## src/rtl/digit_scan_scheduler.sv

```systemverilog
// Scans the four wash-timer digits onto one shared segment driver, with a dark gap before each lit slot.
// All outputs registered; masked digits are skipped and frame_done marks each completed frame.
module digit_scan_scheduler #(
    parameter int SHOW_CYCLES  = 50000,
    parameter int BLANK_CYCLES = 500
) (
    input  logic       clk,
    input  logic       rst,
    input  logic       en,
    input  logic [3:0] digit_mask,
    output logic       low_one_tenth_sec,
    output logic       low_sec,
    output logic       low_ten_sec,
    output logic       low_min,
    output logic [1:0] scan_idx,
    output logic       frame_done
);

    localparam int MAX_CYCLES = (SHOW_CYCLES > BLANK_CYCLES) ? SHOW_CYCLES : BLANK_CYCLES;
    localparam int CW         = (MAX_CYCLES > 1) ? $clog2(MAX_CYCLES) : 1;
    localparam logic [CW-1:0] SHOW_LAST  = CW'(SHOW_CYCLES - 1);
    localparam logic [CW-1:0] BLANK_LAST = CW'(BLANK_CYCLES - 1);

    typedef enum logic [1:0] {IDLE, BLANK, SHOW} state_t;

    state_t        state, state_nxt;
    logic [CW-1:0] cnt, cnt_nxt;
    logic [1:0]    idx_nxt;
    logic          fd_nxt;
    logic [3:0]    sel, sel_nxt;

    function automatic logic [1:0] lowest_set(input logic [3:0] m);
        lowest_set = 2'd0;
        for (int i = 3; i >= 0; i--) begin
            if (m[i]) lowest_set = 2'(i);
        end
    endfunction

    // Nearest set bit strictly above cur with wrap; cur itself is the last resort.
    function automatic logic [1:0] next_set(input logic [3:0] m, input logic [1:0] cur);
        logic [1:0] j;
        next_set = cur;
        for (int i = 4; i >= 1; i--) begin
            j = cur + 2'(i);
            if (m[j]) next_set = j;
        end
    endfunction

    always_comb begin
        state_nxt = state;
        cnt_nxt   = cnt;
        idx_nxt   = scan_idx;
        fd_nxt    = 1'b0;
        if (!en) begin
            state_nxt = IDLE;
            cnt_nxt   = '0;
        end else begin
            case (state)
                IDLE: begin
                    if (|digit_mask) begin
                        state_nxt = BLANK;
                        cnt_nxt   = '0;
                        idx_nxt   = lowest_set(digit_mask);
                    end
                end
                BLANK: begin
                    if (cnt == BLANK_LAST) begin
                        state_nxt = SHOW;
                        cnt_nxt   = '0;
                    end else begin
                        cnt_nxt = cnt + CW'(1);
                    end
                end
                SHOW: begin
                    if (cnt == SHOW_LAST) begin
                        cnt_nxt = '0;
                        if (|digit_mask) begin
                            state_nxt = BLANK;
                            idx_nxt   = next_set(digit_mask, scan_idx);
                            fd_nxt    = (idx_nxt <= scan_idx);
                        end else begin
                            state_nxt = IDLE;
                        end
                    end else begin
                        cnt_nxt = cnt + CW'(1);
                    end
                end
                default: begin
                    state_nxt = IDLE;
                    cnt_nxt   = '0;
                end
            endcase
        end
        // Selects are decoded from the next state so they land on the same edge as it.
        sel_nxt = 4'hF;
        if (state_nxt == SHOW) sel_nxt[idx_nxt] = 1'b0;
    end

    always_ff @(posedge clk or posedge rst) begin
        if (rst) begin
            state      <= IDLE;
            cnt        <= '0;
            scan_idx   <= 2'd0;
            frame_done <= 1'b0;
            sel        <= 4'hF;
        end else begin
            state      <= state_nxt;
            cnt        <= cnt_nxt;
            scan_idx   <= idx_nxt;
            frame_done <= fd_nxt;
            sel        <= sel_nxt;
        end
    end

    assign low_one_tenth_sec = sel[0];
    assign low_sec           = sel[1];
    assign low_ten_sec       = sel[2];
    assign low_min           = sel[3];

endmodule
```

## config.mk

```make
export PLATFORM = sky130hd
export DESIGN_NAME = digit_scan_scheduler
export DESIGN_NICKNAME = d
export VERILOG_FILES = /design/src/rtl/digit_scan_scheduler.sv
export SDC_FILE = /design/constraint.sdc
export NUM_CORES = 1
export LEC_CHECK = 0
export CORE_UTILIZATION = 40
export CTS_BUF_LIST = sky130_fd_sc_hd__clkbuf_4 sky130_fd_sc_hd__clkbuf_8
export CTS_CLUSTER_SIZE = 8
export DETAILED_ROUTE_END_ITERATION = 12
export DONT_BUFFER_PORTS = 1
export PLACE_DENSITY = 0.61
export SLEW_MARGIN = 10
export SYNTH_ARGS = -nofsm -noshare
export SYNTH_HDL_FRONTEND = slang
export SYNTH_SLANG_ARGS = --single-unit
export TNS_END_PERCENT = 20
```

## constraint.sdc

```tcl
create_clock -name clk -period 3 [get_ports clk]
set_input_delay 0.45 -clock clk [delete_from_list [all_inputs] [get_ports clk]]
set_output_delay 0.45 -clock clk [all_outputs]
set_load 0.02 [all_outputs]
```

==> results.md <==
- Status: complete, no violations
- Synth top area share: 0.331
- Post-Synth XOR/XNOR Area: 0.0442
- Number of CTS-inserted buffers: 3
- Placer congestion estimate: 0.851
- Root buffer cell: clkbuf_8
- Post-route clock period utilization: 0.941
- Layout area overhead: 7.26%
- Largest fanout on the critical path: 4
- Post-synth EDFFs: 0
- DR pass1 iterations: 4
- ANT cells: 0
- WL/cell: 15.0 um
- Synth area leaders: dfrtp_1 33%, dfstp_2 6.6%, ha_1 5.5%
- Simple-gate share of the synthesized area: 0.268
- Max-cap violations: 0
- Cell family with most CP delay: simple AND/OR/NAND/NOR gates
- Avg Synthesized Cell Area: 9.22 um^2
- Sequential share of power: 0.556
- Worst VDD drop: 299 uV
- CP Launch Type: register
- Hold crit path type: primary input to asynchronous set/reset pin
- Overall Power: 644 uW
- Hold Slack: 0.254 ns
- First-pass GRT wire length: 5970 um
- Final wirelength: 3350 um
- Synth Flop Type: dfrtp_1
- Worst Skew: 0.00851 ns
- Critical path required time: 3.20 ns
- Vias in the first global route: 1307
- PwrDens: 379 nW/um^2
- DR vias/cell: 5.96
- P_sw: 177 uW
- Final TNS setup: 0 ns
- # rows: 22
- Clock share of power: 0.319
- Place WS: 0.183 ns
- CP cell instances: ha_1, or4bb_1, or4_4, a221oi_2, nor3b_2, or4b_1
- CP startpoint: cnt[0]
- Critical Path End Type: register
- Synth Area in Compound Gates: 0.195
- Syn_nets: 186
- Clock slew seen by the registers of the worst setup and hold paths: 0.09 ns
- Int Power: 468 uW
- Max frequency: 354 MHz
- Detail Route Antenna Nets: 0
- Min cycle time layout: 2.82 ns
- # setup viols final: 0
- Synth Register Bits: 25
- Sequential element share of the synthesized area: 0.398
- Share of synthesized cell area in full adder, half adder and majority cells: 0.0552
- Initial detailed-routing violation count: 127
- Fin. max-slew vios: 0
- HPWL Detailed: 2470 um
- Mapped cell area: 1590 um^2
- H-Tree Depth: 1
- Crit-path slowest cell: or4_4
- Number of remaining DRC errors: 0
- Reg area: 631 um^2
- Gate Count Post-Synth: 172
- Crit Path Class: register to register
- Synth warn: 0
- Initial Util: 0.423
- Multi-input logic area: 901 um^2
- Clock latency at the later pin of the worst-skew pair: 0.27 ns
- Area leader, netlist: dfrtp_1
- Multiplexer share of the synthesized area: 0.00631
- Final Hold Fails: 0
- Total die area: 4220 um^2
- Cts repair resizes: 0
- Layout cells sized above 1: 0.109
- Post-layout nets: 190
- Core ar.: 3740 um^2
- Slew HR: 0.389
- Critical path buffer and inverter count: 0
- Initial antenna violation count: 0
- Worst Setup Slack, final: 0.176 ns
- RSZ-0062 raised after global routing: false
- Die Wd: 65.0 um
- Main combinational cell family by area after synthesis: simple AND/OR/NAND/NOR gates
- CTS max path bufs: 2
- Worst-Margin Slew: 0.916 ns
- Worst path max stage delay: 0.54 ns
- Largest net degree at the start of global routing: 26
- Fin util: 0.454
- Leak: 0.633 nW
- Sw Share: 0.274
- Total number of vias: 1328
- Fillers: 375
- Die Y: 65.0 um
- Worst R2R Start: cnt[0]
- Number of port buffers: 0
- Worst path arrival time: 3.02 ns
- GR Overflow Total: 0
- Gate power share: 0.126
- Distinct cell type count after synthesis: 54
- Top Ports: 14
- Clk sinks: 25
- TritonCTS clock tree: done
- Asr flop ratio synth: 1.00
- GRT Overall Usage: 0.182
- Post-CTS Hold Fix Bufs: 0
- Post-CTS Setup Inserts: 0
## cell usage in the layout (no fill, tap or decap), drive strengths merged, types with 4 or more instances in the layout
cell type,netlist,routed
o21ai,5,5
o211ai,4,4
xnor2,5,5
a21oi,8,8
nand2,16,16
nand3,7,7
nor2,17,17
nor4,5,5
or4,5,5
dfstp,4,4
dfrtp,21,21
ha,7,7
nor3,4,4
inv,10,10
## final timing paths
check / to / slack [ns] / depth (start not counted)
worst max-delay path: sel[2] / 0.18 / 6
worst min-delay path: cnt[6] / 0.25 / 1
worst max register to register: sel[2] / 0.18 / 6
worst min register to register: cnt[15] / 0.52 / 1
max in group asynchronous: cnt[12] / 2.18 / 1
min in group clk: state[0] / 0.32 / 2
## cells by family after synthesis
family | Yosys count
and+or+nand+nor | 76
DFF | 25
xor gates and xnor gates | 8
buffers and inverters | 14
adders and majority gates | 7
AOI/OAI and AO/OA | 41
muxes | 1
## area by class of cell
class,count,share of cell area
clock buffers,3,0.0243
clock inverters,1,0.00442
inverters,10,0.0221
multi-input cells,133,0.530
flip-flops and latches,25,0.371
well taps,48,0.0353
repair buffers,3,0.0132
## routing by layer
layer / up-vias / wire, um / GRT usage
li1: 652 / - / -
met1: 629 / 1570 / 0.238
met2: 45 / 1570 / 0.302
met3: 2 / 187 / 0.0440
met4: 0 / 17 / 0.0361
met5: - / 0 / 0
## registers in the layout, summed over array words and instances (netlist names)
signal / flops
cnt: 16
sel: 4
scan_idx: 2
state: 2
frame_done: 1
## power groups by stage
stage               sequential (mW)  combinational [mW]  clock [mW]
finish                        0.358              0.0810       0.205
global placement              0.364              0.0777           0
CTS                           0.358              0.0806       0.205
detailed placement            0.364              0.0802           0
global route                  0.359              0.0951       0.224
floorplan                     0.361              0.0649           0
## per-stage QoR
step | cell area (um^2) | std cells
4_1_cts | 1700 | 223
3_5_place_dp | 1650 | 219
3_3_place_gp | 1650 | 219
5_1_grt | 1700 | 223
2_1_floorplan | 1590 | 172
6_report | 1700 | 223
## synth_stat cells, types with 2 or more instances
master and number:
dfrtp_1 21, nor2_1 17, nand2_1 16, inv_1 10, a21oi_1 8, ha_1 7, nand3_1 7, nor4_1 5
o21ai_0 5, xnor2_1 5, dfstp_2 4, nor3_1 4, o211ai_1 4, and3_1 3, clkbuf_1 3, nand2b_1 3
nand4_1 3, or4_1 3, xor2_1 3, nor2b_1 2, o21bai_1 2, o41ai_1 2, or3_1 2, or4_4 2
or4b_1 2
Power figures use the tool's default switching activity.
